**src/rtl/fetch_pc_unit.sv**
```systemverilog
// fetch_pc_unit: holds the fetch PC, issues in-order imem requests,
// buffers responses for decode and flushes on execute redirects.
//
// Ports:
//   clk_i, rst_ni             clock, async active-low reset
//   redirect_valid_i/pc_i     1-cycle redirect pulse and target
//   imem_req_valid_o/ready_i  request handshake, imem_req_addr_o
//   imem_rsp_valid_i/data_i   in-order response, err_i = access fault
//   if_valid_o/if_ready_i     decode handshake, if_pc_o/instr_o/err_o
module fetch_pc_unit #(
  parameter int unsigned     XLEN     = 32,
  parameter logic [XLEN-1:0] RESET_PC = '0,
  parameter int unsigned     DEPTH    = 2
) (
  input  logic            clk_i,
  input  logic            rst_ni,
  input  logic            redirect_valid_i,
  input  logic [XLEN-1:0] redirect_pc_i,
  output logic            imem_req_valid_o,
  input  logic            imem_req_ready_i,
  output logic [XLEN-1:0] imem_req_addr_o,
  input  logic            imem_rsp_valid_i,
  input  logic [31:0]     imem_rsp_data_i,
  input  logic            imem_rsp_err_i,
  output logic            if_valid_o,
  input  logic            if_ready_i,
  output logic [XLEN-1:0] if_pc_o,
  output logic [31:0]     if_instr_o,
  output logic            if_err_o
);

  localparam int unsigned CW = $clog2(DEPTH + 1);
  localparam int unsigned PW = (DEPTH > 1) ? $clog2(DEPTH) : 1;
  localparam logic [CW-1:0] DEPTH_C = CW'(DEPTH);

  localparam logic [1:0] S_BOOT  = 2'd0;
  localparam logic [1:0] S_FETCH = 2'd1;
  localparam logic [1:0] S_HALT  = 2'd2;

  typedef struct packed {
    logic [XLEN-1:0] pc;
    logic [31:0]     instr;
    logic            err;
  } ent_t;

  logic [1:0]      state_q, state_d;
  logic [XLEN-1:0] pc_q, pc_d;
  logic [CW-1:0]   occ_q, occ_d;
  logic [CW-1:0]   drop_q, drop_d;
  logic            mwait_q, mwait_d;
  logic            blk_q, blk_d;

  logic [XLEN-1:0] pq_q [DEPTH];
  ent_t            rf_q [DEPTH];
  logic [PW-1:0]   pq_rd_q, pq_wr_q;
  logic [PW-1:0]   rf_rd_q, rf_wr_q;
  logic [CW-1:0]   pq_cnt_q, rf_cnt_q;

  logic            req_hs, dec_hs, err_acc;
  logic            rf_empty;
  logic            flush, pq_push, pq_pop;
  logic            rf_push, mis_push, discard;
  ent_t            rf_head, rf_wdata;
  logic [XLEN-1:0] pq_head;
  logic [CW-1:0]   inflight;

  function automatic logic [PW-1:0] inc(
    input logic [PW-1:0] p
  );
    if (32'(p) == DEPTH - 1) return '0;
    return p + PW'(1);
  endfunction

  assign rf_head  = rf_q[rf_rd_q];
  assign pq_head  = pq_q[pq_rd_q];
  assign rf_empty = (rf_cnt_q == '0);

  // A redirect kills the presented entry in the same cycle.
  assign if_valid_o = !rf_empty && !redirect_valid_i;
  assign if_pc_o    = rf_empty ? '0 : rf_head.pc;
  assign if_instr_o = rf_empty ? '0 : rf_head.instr;
  assign if_err_o   = rf_empty ? '0 : rf_head.err;

  assign dec_hs  = if_valid_o && if_ready_i;
  assign err_acc = dec_hs && rf_head.err;

  // A slot freed by decode this cycle can be reused at once,
  // which keeps DEPTH=2 gap-free with 1-cycle memory.
  assign imem_req_valid_o = (state_q == S_FETCH) && !blk_q &&
                            ((occ_q < DEPTH_C) || dec_hs);
  assign imem_req_addr_o  = {pc_q[XLEN-1:2], 2'b00};
  assign req_hs = imem_req_valid_o && imem_req_ready_i;

  // Requests still owed a response once this cycle settles.
  assign inflight = occ_q - rf_cnt_q + CW'(req_hs)
                  - CW'(imem_rsp_valid_i);

  always_comb begin
    state_d  = state_q;
    pc_d     = pc_q;
    occ_d    = occ_q;
    drop_d   = drop_q;
    mwait_d  = mwait_q;
    blk_d    = blk_q;
    flush    = 1'b0;
    pq_push  = 1'b0;
    pq_pop   = 1'b0;
    rf_push  = 1'b0;
    mis_push = 1'b0;
    discard  = 1'b0;
    rf_wdata = '0;
    unique case (1'b1)
      redirect_valid_i: begin
        flush   = 1'b1;
        drop_d  = inflight;
        occ_d   = inflight;
        pc_d    = redirect_pc_i;
        state_d = S_FETCH;
        mwait_d = |redirect_pc_i[1:0];
        blk_d   = |redirect_pc_i[1:0];
      end
      err_acc: begin
        flush   = 1'b1;
        drop_d  = inflight;
        occ_d   = inflight;
        state_d = S_HALT;
        mwait_d = 1'b0;
        blk_d   = 1'b0;
      end
      default: begin
        if (state_q == S_BOOT) state_d = S_FETCH;
        if (req_hs) begin
          pq_push = 1'b1;
          pc_d    = pc_q + XLEN'(4);
        end
        if (imem_rsp_valid_i) begin
          if (drop_q != '0) begin
            discard = 1'b1;
            drop_d  = drop_q - CW'(1);
          end else begin
            pq_pop         = 1'b1;
            rf_push        = 1'b1;
            rf_wdata.pc    = pq_head;
            rf_wdata.err   = imem_rsp_err_i;
            rf_wdata.instr = imem_rsp_err_i ? '0
                                            : imem_rsp_data_i;
          end
        end
        // Misaligned target: fault entry once stale fetches drain.
        if (mwait_q && drop_q == '0) begin
          mis_push       = 1'b1;
          rf_push        = 1'b1;
          rf_wdata.pc    = pc_q;
          rf_wdata.instr = '0;
          rf_wdata.err   = 1'b1;
          mwait_d        = 1'b0;
        end
        occ_d = occ_q + CW'(req_hs) + CW'(mis_push)
              - CW'(dec_hs) - CW'(discard);
      end
    endcase
  end

  always_ff @(posedge clk_i or negedge rst_ni) begin
    if (!rst_ni) begin
      state_q  <= S_BOOT;
      pc_q     <= RESET_PC;
      occ_q    <= '0;
      drop_q   <= '0;
      mwait_q  <= 1'b0;
      blk_q    <= 1'b0;
      pq_rd_q  <= '0;
      pq_wr_q  <= '0;
      pq_cnt_q <= '0;
      rf_rd_q  <= '0;
      rf_wr_q  <= '0;
      rf_cnt_q <= '0;
    end else begin
      state_q <= state_d;
      pc_q    <= pc_d;
      occ_q   <= occ_d;
      drop_q  <= drop_d;
      mwait_q <= mwait_d;
      blk_q   <= blk_d;
      if (flush) begin
        pq_rd_q  <= '0;
        pq_wr_q  <= '0;
        pq_cnt_q <= '0;
        rf_rd_q  <= '0;
        rf_wr_q  <= '0;
        rf_cnt_q <= '0;
      end else begin
        if (pq_push) pq_wr_q <= inc(pq_wr_q);
        if (pq_pop)  pq_rd_q <= inc(pq_rd_q);
        if (rf_push) rf_wr_q <= inc(rf_wr_q);
        if (dec_hs)  rf_rd_q <= inc(rf_rd_q);
        pq_cnt_q <= pq_cnt_q + CW'(pq_push) - CW'(pq_pop);
        rf_cnt_q <= rf_cnt_q + CW'(rf_push) - CW'(dec_hs);
      end
    end
  end

  always_ff @(posedge clk_i) begin
    if (pq_push) pq_q[pq_wr_q] <= pc_q;
    if (rf_push) rf_q[rf_wr_q] <= rf_wdata;
  end

  a_rsp_owned: assert property (
    @(posedge clk_i) disable iff (!rst_ni)
    imem_rsp_valid_i |-> (pq_cnt_q != '0 || drop_q != '0));

  a_occ_bound: assert property (
    @(posedge clk_i) disable iff (!rst_ni)
    occ_q <= DEPTH_C);

endmodule

```
**config.mk**
```make
export PLATFORM = sky130hd
export DESIGN_NAME = fetch_pc_unit
export DESIGN_NICKNAME = d
export VERILOG_FILES = /design/src/rtl/fetch_pc_unit.sv
export SDC_FILE = /design/constraint.sdc
export NUM_CORES = 1
export LEC_CHECK = 0
export ABC_CLOCK_PERIOD_IN_PS = 6100
export CORE_MARGIN = 4
export CORE_UTILIZATION = 54
export CTS_CLUSTER_SIZE = 16
export DETAILED_ROUTE_END_ITERATION = 7
export PLACE_DENSITY = 0.8
export SETUP_SLACK_MARGIN = 0.3
export SYNTH_ARGS = -nofsm -noshare
export SYNTH_HDL_FRONTEND = slang
export SYNTH_SLANG_ARGS = --single-unit
export TNS_END_PERCENT = 1
```
**constraint.sdc**
```tcl
create_clock -name clk_i -period 6.1 [get_ports clk_i]
set_input_delay 0.61 -clock clk_i [delete_from_list [all_inputs] [get_ports clk_i]]
set_output_delay 0.61 -clock clk_i [all_outputs]
set_load 0.05 [all_outputs]
```
---- Yosys cells after proc, flatten, opt, wreduce, memory -nomap -nowiden ----
Memories as Yosys holds them, arrays and structs flattened.
Index checks and enable logic that the tools add are counted.
word-level totals
  bits of input ports ..................... 71
  register bits ........................... 46
  word-level logic and storage cells ...... 125
  memories kept ........................... 2
  memory bits (writable) .................. 194
  output and inout port bits .............. 99
memory list
  name  words  width  read ports  clocked after Yosys merged registers in  write ports  RTL line  text
  rf_q  2      65     1           0                                        1            54        ent_t rf_q [DEPTH];
  pq_q  2      32     1           0                                        1            53        logic [XLEN-1:0] pq_q [DEPTH];
cells by class
  equal/unequal tests ..................... 1
  order comparisons ....................... 1
  reduce and logical (&&, ||, !) cells .... 29
  muxes and demuxes ....................... 65
  bitwise gates (word level) .............. 1
  add/subtract/negate cells ............... 15
operators by type and width
  operator                                                               number
  65-bit 2-to-1 mux                                                      4
  32-bit 2-to-1 mux                                                      4
  32-bit case mux with 2 select lines                                    1
  1-bit 2-to-1 mux                                                       47
  32-bit by 3-bit adder with 32-bit output, second input constant        1
  2-bit nonzero test                                                     9
  2-bit 2-to-1 mux                                                       6
  2-bit by 1-bit adder with 2-bit output                                 4
  2-bit by 1-bit subtractor with 2-bit output                            4
  1-bit logical AND                                                      7
  2-bit logical NOT                                                      3
  3-bit nonzero test                                                     2
  1-bit adder, second input constant                                     4
  1-bit case mux with 2 select lines                                     2
  2-bit case mux with 2 select lines                                     1
  2-bit AND reduction                                                    2
  2-bit OR reduction                                                     2
  1-bit logical NOT                                                      3
  2-bit by 1-bit equality test with 1-bit output, second input constant  1
  2-bit less-than comparator, second input constant                      1
  2-bit by 1-bit subtractor with 2-bit output, second input constant     1
  2-bit subtractor                                                       1
  1-bit logical OR                                                       1
  1-bit inverter                                                         1

---- Logic depth before layout (Yosys ltp) ----
Gate-level depths: netlist (run 1).
  depth in word-level cells ............... 14
  mapped depth ............................ 12
  gate-level depth less buffers ........... 11

---- Worst setup path before layout (run 1) ----
Ideal clock, no wire load.
  path type ............................... input to register
  start ................................... in redirect_valid_i
  end ..................................... mem rf_q[0][0] (netlist bit), enable pin
  path buffers ............................ 2
  slack ................................... 1257 ps
  setup time .............................. 488 ps
  stages on the path ...................... 7
  data arrival time ....................... 4355 ps
  data required time ...................... 5612 ps
  cells stage by stage .................... buf_2 -> o21ba_2 -> and3_1 -> buf_2 -> nor2_1 -> nand2_1 -> nor2_1
between the ends
  cells in the longest elaborated chain, start to end .. 8
RTL lines
  element                                 RTL line  text
  from (decl)                             17        input logic redirect_valid_i,
  1-bit logical NOT                       79        assign if_valid_o = !rf_empty && !redirect_valid_i;
  1-bit logical AND                       79
  net if_valid_o                          25        output logic if_valid_o,
  1-bit logical AND                       84        assign dec_hs = if_valid_o && if_ready_i;
  1-bit logical AND                       85        assign err_acc = dec_hs && rf_head.err;
  2-bit OR reduction (no line)            n/a
  1-bit 2-to-1 mux                        112       unique case (1'b1)
  1-bit 2-to-1 mux                        205       if (rf_push) rf_q[rf_wr_q] <= rf_wdata;
  1-bit 2-to-1 mux (not written as such)  205
  to (decl)                               54
The timed path passes the listed nets, and every way through them passes these cells.

---- Worst setup path in the final report (run 1) ----
  start ................................... in redirect_valid_i
  end ..................................... out imem_req_valid_o
between the ends
  cells in the longest elaborated chain, start to end .. 5
RTL lines
  element            RTL line  text
  1-bit logical NOT  79
  1-bit logical AND  79
  1-bit logical AND  84
  1-bit logical OR   90        ((occ_q < DEPTH_C) || dec_hs);
  1-bit logical AND  89        assign imem_req_valid_o = (state_q == S_FETCH) && !blk_q &&
  to (decl)          19        output logic imem_req_valid_o,
No other way between the ends.

==> qor.txt, run 1 <==
Routability cong.: 0.940
Die Y: 150 um
Achievable frequency: 254 MHz
Antenna viol nets, final: 0
Share of the clock period used by the worst path: 0.645
First-pass detailed-route iteration total: 5
WL/cell: 20.1 um
Area growth, synth to finish: 23.5%
Number of buffers added to fix hold violations after cts: 0
Largest stage delay, worst path: 0.91 ns
Count of pins on the block boundary: 170
Final setup violation count: 0
Final HPWL from detailed placement: 16500 um
Initial antenna violation count: 0
Via count: 7390
Cell variety after synth: 59
Maximum net fanout on the critical path: 13
Power per standard cell area: 453 mW/mm^2
Crit-path most repeated cell: sky130_fd_sc_hd__clkdlybuf4s50_1
VDD IR-drop max: 0.000248 V
Largest buffer count on any clock path: 3
Vias in the first global route: 7312
Count of fill cells added during filler insertion: 1403
Leak: 0.00459 uW
Setup skew after layout: 0.0156 ns
Post-synth top area cell: sky130_fd_sc_hd__edfxtp_1
Clock Latency Late Sink: 0.51 ns
Total wirelength of the detailed-routed design: 25400 um
Number of CTS-inserted buffers: 25
Tightest Pin Transition: 0.990 ns
Max transition margin: 0.337
Count of buffers inserted at the top-level ports: 167
Netlist area before placement: 0.0109 mm^2
Ratio of cells with drive above 1 in the final layout: 0.105
Critical-path cell with the highest stage delay: sky130_fd_sc_hd__clkdlybuf4s50_1
Cell-by-cell listing of the critical path: clkdlybuf4s50_1 > o21ba_2 > nand2_2 > a2111oi_0 > clkdlybuf4s50_1
Leading cell types by total area after synthesis: sky130_fd_sc_hd__edfxtp_1, sky130_fd_sc_hd__dfrtp_1, sky130_fd_sc_hd__mux2i_1, sky130_fd_sc_hd__nor2_1, sky130_fd_sc_hd__mux2_2
Number of violations reported at the end of detailed-routing iteration 0: 682
Portion of synthesized cell area occupied by the leading cell type: 0.533
PnR worst setup slack: 2.16 ns
Number of gates resized after CTS: 0
Crit path launch type: primary input
Required time reported for the critical path endpoint: 5.49 ns
Dpl ws: 2.24 ns
Period minus WS final: 3.94 ns
Layout net count: 1061
Max-cap viol count: 0
Detail-routed via count per cell: 5.84
Leading cell types by count after synthesis: sky130_fd_sc_hd__edfxtp_1, sky130_fd_sc_hd__nor2_1, sky130_fd_sc_hd__mux2i_1, sky130_fd_sc_hd__dfrtp_1, sky130_fd_sc_hd__nand2_1
Clock tree from TritonCTS: built
Ant. Diodes: 0
Placement row count: 51
Yosys warning count: 0
Most used standard cell by instance count after synthesis: sky130_fd_sc_hd__edfxtp_1
FF+latch area: 0.00698 mm^2
RSZ-0062 raised after global routing: no
Number of sinks on the clock net: 240
CTS H-tree depth: 1
Global-route wire length before repair: 39400 um
Proportion of synthesized flip-flops having asynchronous set or reset: 0.192
Initial core utilization: 0.556
Startpoint-to-endpoint class of the critical path: in2out
Setup bufs post-CTS: 0
Clock slew at reported path FFs: 0.06 ns
Crit end category: output port
Global route overflow: 0
Crit path arrival time: 3.33 ns
Gate Count Post-Synth: 854
Sequential-to-total area share from yosys stat: 0.639
Path category of the worst min-delay check: in2async
Area of the core: 0.0197 mm^2
Synthesis-stage register bit count: 240
Total negative setup slack: 0 ns
Hold Violations, Final: 0
Maximum number of pins on one net before global-route repair: 54
CTS Root Cell: sky130_fd_sc_hd__clkbuf_16
Die area: 0.0226 mm^2
Post-Syn Area per Cell: 12.8 um^2
Final max-slew violation count: 0
Die X: 150 um
Top FF cell, synth: sky130_fd_sc_hd__edfxtp_1
Count of flip-flops with a built-in enable after synthesis: 194
Total global-route track usage: 0.221
DRC violations left: 0
Run status: complete, no violations
Multi-input logic area: 0.00351 mm^2
[cells in the final DEF (no fill, tap or decap), types with 4 or more instances in the layout]
cell type | synthesis | routed
sky130_fd_sc_hd__clkbuf_8 | 0 | 5
sky130_fd_sc_hd__clkbuf_1 | 35 | 4
sky130_fd_sc_hd__nand4_1 | 4 | 4
sky130_fd_sc_hd__xor2_1 | 6 | 6
sky130_fd_sc_hd__mux2_2 | 34 | 34
sky130_fd_sc_hd__dfrtp_1 | 46 | 45
sky130_fd_sc_hd__a21oi_1 | 10 | 10
sky130_fd_sc_hd__a211oi_1 | 5 | 5
sky130_fd_sc_hd__a22oi_1 | 35 | 35
sky130_fd_sc_hd__bufinv_16 | 0 | 4
sky130_fd_sc_hd__and3_1 | 9 | 8
sky130_fd_sc_hd__clkbuf_16 | 0 | 25
sky130_fd_sc_hd__edfxtp_1 | 194 | 194
sky130_fd_sc_hd__nand3_1 | 20 | 20
sky130_fd_sc_hd__clkdlybuf4s50_1 | 0 | 166
sky130_fd_sc_hd__a31oi_1 | 4 | 4
sky130_fd_sc_hd__nand2_1 | 38 | 38
sky130_fd_sc_hd__buf_4 | 32 | 14
sky130_fd_sc_hd__nor3_1 | 19 | 19
sky130_fd_sc_hd__nor2_1 | 132 | 128
sky130_fd_sc_hd__and2_1 | 37 | 37
sky130_fd_sc_hd__or4_1 | 7 | 7
sky130_fd_sc_hd__inv_1 | 10 | 10
sky130_fd_sc_hd__and4_1 | 5 | 5
sky130_fd_sc_hd__nor4_1 | 6 | 6
sky130_fd_sc_hd__mux2i_1 | 67 | 67
sky130_fd_sc_hd__a311oi_1 | 4 | 4
sky130_fd_sc_hd__ha_1 | 5 | 5
sky130_fd_sc_hd__xnor2_1 | 5 | 5
sky130_fd_sc_hd__clkinv_2 | 0 | 4
sky130_fd_sc_hd__o21ai_0 | 15 | 15
sky130_fd_sc_hd__o22ai_1 | 11 | 11
[stage by stage]
stage / utilization / cell area, um^2 / instances / hold slack (ns) / power (uW)
6_report: 0.687 / 13500 / 1265 / 0.210 / 6110
5_1_grt: 0.687 / 13500 / 1265 / 0.251 / 6380
4_1_cts: 0.687 / 13500 / 1265 / 0.222 / 6150
3_5_place_dp: 0.643 / 12600 / 1220 / 0.491 / 4570
3_3_place_gp: 0.643 / 12600 / 1220 / 0.475 / 4520
2_1_floorplan: - / 10900 / 855 / 0.314 / 3890
[report_power, final]
part           total, uW  switching [uW]  internal, uW  leakage (uW)
clock               1570             594           978      0.000426
combinational       2230            1470           758       0.00186
sequential          2310             247          2070       0.00231
total               6110            2310          3800       0.00459
[critical path: cells and delay by family]
kind | cells | cell delay [ns]
compound gates | 2 | 1.02
buf+inv | 2 | 1.56
simple gates | 1 | 0.12
[final timing paths]
path,startpoint,endpoint,slack (ns),cells past startpoint
hold / removal,rst_ni,pc_q[30],0.21,2
setup reg to reg,rf_rd_q,rf_q[0][59],2.89,6
setup / recovery,redirect_valid_i,imem_req_valid_o,2.16,5
max in group asynchronous,rst_ni,rf_rd_q,5.42,2
min in group clk_i,pc_q[1],pq_q[0][1],0.50,0
hold reg to reg,pc_q[1],pq_q[0][1],0.50,0
[cell families after synthesis]
kind of cell | Yosys count | share of synthesized area
flip-flops | 240 | 0.639
XOR/XNOR | 11 | 0.00882
buffers and inverters | 92 | 0.0432
other | 1 | 0.000343
multiplexers | 102 | 0.0978
AO/OA/AOI/OAI | 108 | 0.0719
AND/OR/NAND/NOR | 292 | 0.128
adder cells (fa/ha/maj) | 8 | 0.0112
[registers in the layout, summed over array words and instances (netlist names)]
signal and flops:
pq_q 64, state_q 2, rf_q 130, rf_wr_q 1
rf_cnt_q 2, drop_q 2, pq_wr_q 1, rf_rd_q 1
mwait_q 1, occ_q 2, blk_q 1, pq_rd_q 1
pc_q 32
[final cells by class]
| type | count | area share |
|---|---|---|
| Sequential cell | 240 | 0.517 |
| Multi-Input combinational cell | 523 | 0.260 |
| Timing Repair Buffer | 181 | 0.131 |
| Clock buffer | 34 | 0.0526 |
| Tap cell | 265 | 0.0246 |
| Clock inverter | 11 | 0.0112 |
| Inverter | 11 | 0.00306 |
[per-layer routing]
metal | share of wire | global-route usage
met4 | 0.025 | 0.0636
met1 | 0.42 | 0.310
met2 | 0.47 | 0.364
met3 | 0.079 | 0.0337
met5 | 0 | 0
Note: power is estimated with default switching activity, not from simulation.
==> inputs of run 2 (changes only) <==
--- a/config.mk
+++ b/config.mk
@@ -5,12 +5,12 @@
 export SDC_FILE = /design/constraint.sdc
 export NUM_CORES = 1
 export LEC_CHECK = 0
-export ABC_CLOCK_PERIOD_IN_PS = 6100
+export ABC_CLOCK_PERIOD_IN_PS = 3300
 export CORE_MARGIN = 4
-export CORE_UTILIZATION = 54
+export CORE_UTILIZATION = 49
 export CTS_CLUSTER_SIZE = 16
 export DETAILED_ROUTE_END_ITERATION = 7
-export PLACE_DENSITY = 0.8
+export PLACE_DENSITY = 0.77
 export SETUP_SLACK_MARGIN = 0.3
 export SYNTH_ARGS = -nofsm -noshare
 export SYNTH_HDL_FRONTEND = slang
==> constraint.sdc (replaced) <==
create_clock -name clk_i -period 3.3 [get_ports clk_i]
set_input_delay 0.33 -clock clk_i [delete_from_list [all_inputs] [get_ports clk_i]]
set_output_delay 0.33 -clock clk_i [all_outputs]
set_load 0.05 [all_outputs]
==> qor.txt, run 2 (synthesis gave the netlist of run 1 again) <==
Run status: complete, no violations
Die X: 157 um (+4.7%)
Post-route core utilization: 0.624 (-0.0630)
Maximum net fanout on the critical path: 52 (+39)
Total global-route track usage: 0.207 (-0.0139)
Required time reported for the critical path endpoint: 2.97 ns (-2.52 ns)
Placed standard-cell area: 0.0129 mm^2 (+1.9%)
CTS H-tree depth: 1 (unchanged)
Count of buffers inserted at the top-level ports: 167 (unchanged)
Number of violations reported at the end of detailed-routing iteration 0: 543 (-20%)
Detail-routed via count per cell: 5.77 (-1.2%)
Max-cap viol count: 0 (unchanged)
Achievable frequency: 336 MHz
Layout net count: 1078 (+1.6%)
Final HPWL from detailed placement: 17300 um (+5.1%)
Die Y: 157 um (+4.7%)
Leading cell type in the layout, fill and taps excluded: sky130_fd_sc_hd__edfxtp_1
Path category of the worst min-delay check: in2reg
Clock Latency Late Sink: 0.52 ns (about the same)
Worst-case register-to-register setup slack: 0.51 ns (-2.38 ns)
Placement row count: 54 (+5.9%)
Ratio of cells with drive above 1 in the final layout: 0.116 (+0.0111)
Ant. Diodes: 0 (unchanged)
Initial antenna violation count: 0 (unchanged)
Maximum number of pins on one net before global-route repair: 66 (+22%)
Setup skew after layout: 0.0211 ns (+0.00551 ns)
Number of sinks on the clock net: 240 (unchanged)
Number of CTS-inserted buffers: 25 (unchanged)
Vias in the first global route: 7374 (+0.85%)
CTS Root Cell: sky130_fd_sc_hd__clkbuf_16
Global-route wire length before repair: 40500 um (+2.8%)
VDD IR-drop max: 0.000521 V (+110%)
Top reg by flops: rf_q
Count of fill cells added during filler insertion: 1709 (+22%)
Tightest Pin Transition: 0.760 ns (-0.230 ns)
Startpoint-to-endpoint class of the critical path: reg2out
Clock tree from TritonCTS: built
Hold Violations, Final: 0 (unchanged)
Period minus WS final: 2.98 ns
Max transition margin: 0.493 (+0.156)
Clock slew at reported path FFs: 0.06 ns (about the same)
Leading cell types in the layout, fill and taps excluded: sky130_fd_sc_hd__edfxtp_1, sky130_fd_sc_hd__clkdlybuf4s50_1, sky130_fd_sc_hd__nor2_1
Final max-slew violation count: 0 (unchanged)
Crit end category: output port
RSZ-0062 raised after global routing: yes
Global route overflow: 0 (unchanged)
Share of the clock period used by the worst path: 0.902
Largest buffer count on any clock path: 3 (unchanged)
Area of the core: 0.0219 mm^2 (+11%)
Area of all placed cells without fillers: 0.0137 mm^2 (+1.2%)
DRC violations left: 0 (unchanged)
Count of pins on the block boundary: 170 (unchanged)
Top Registers: rf_q (130), pq_q (64), pc_q (32)
Initial core utilization: 0.499 (-0.0568)
Routability cong.: 0.869 (-7.6%)
Antenna viol nets, final: 0 (unchanged)
Area growth, synth to finish: 25.0%
Crit path arrival time: 2.65 ns (-0.68 ns)
First-pass detailed-route iteration total: 5 (unchanged)
Via count: 7480 (+1.2%)
Total wirelength of the detailed-routed design: 26300 um (+3.5%)
Flip-flop count of the largest register after layout: 130 (unchanged)
Final setup violation count: 0 (unchanged)
Total negative setup slack: 0 ns (unchanged)
Leak: 0.00467 uW (+1.8%)
Die area: 0.0247 mm^2 (+9.6%)
Power per standard cell area: 822 mW/mm^2 (+82%)
WL/cell: 20.3 um (+1.0%)
Crit path launch type: register
## run 2: cell types whose count changed in the layout (fill, tap and decap cells not counted), sizes merged
cell	previous run	this run
clkbuf	34	38
dlygate4sd3	0	1
bufinv	4	1
clkdlybuf4s50	166	162
clkinv	7	5
dlygate4sd2	0	1
dlymetal6s2s	0	1
buf	15	33
## run 2: final cells by class
cell class / instances / area [um^2] / area share
Multi-Input combinational cell: 523 / 3510 / 0.257
Tap cell: 280 / 350 / 0.0257
Clock buffer: 38 / 714 / 0.0523
Timing Repair Buffer: 198 / 2000 / 0.146
Clock inverter: 6 / 56.3 / 0.00412
Inverter: 11 / 41.3 / 0.00302
Sequential cell: 240 / 6980 / 0.511
## run 2: worst paths after layout
kind | cells after the start | startpoint | end
worst min-delay path | 3 | redirect_pc_i[30] | pc_q[30]
max in group asynchronous | 3 | rst_ni | pc_q[25]
worst max register to register | 10 | rf_rd_q | rf_cnt_q[1]
min in group asynchronous | 2 | rst_ni | pc_q[7]
worst max-delay path | 4 | rf_rd_q | if_pc_o[19]
worst min register to register | 0 | pc_q[1] | pq_q[0][1]
## run 2: per-layer routing
metal / global-route usage / wire (um)
met3: 0.0429 / 2440
met2: 0.343 / 12600
met4: 0.0488 / 425
met5: 0 / 0
met1: 0.284 / 10800
## run 2: per-stage QoR
step	cells	total power, uW	worst slack [ns]	hold slack (ns)
2_1_floorplan	855	7190	-0.185	0.0344
3_3_place_gp	1251	8550	0.341	0.431
3_5_place_dp	1251	8630	0.271	0.440
4_1_cts	1296	11300	0.290	0.388
5_1_grt	1296	11700	0.195	0.405
6_report	1296	11200	0.324	0.398
## run 2: timing repair
item                                   in CTS  in global routing
hold buffers                                1                  0
setup endpoints to repair                   3                 51
endpoints found under the hold margin      29                  0
pin swaps                                   0                  0
resized for setup                           1                  1
buffers inserted                            0                  0
## run 2: critical path, stage by stage (launching register included)
cell,delay (ns)
sky130_fd_sc_hd__dfrtp_4,0.63
sky130_fd_sc_hd__buf_12,0.37
sky130_fd_sc_hd__mux2i_1,0.13
sky130_fd_sc_hd__nor2_1,0.12
sky130_fd_sc_hd__clkdlybuf4s50_1,0.82
## run 2: power by group
| group | total, uW | switching, uW | internal (uW) |
|---|---|---|---|
| combinational | 4300 | 2790 | 1510 |
| clock | 2670 | 1110 | 1560 |
| sequential | 4260 | 443 | 3810 |
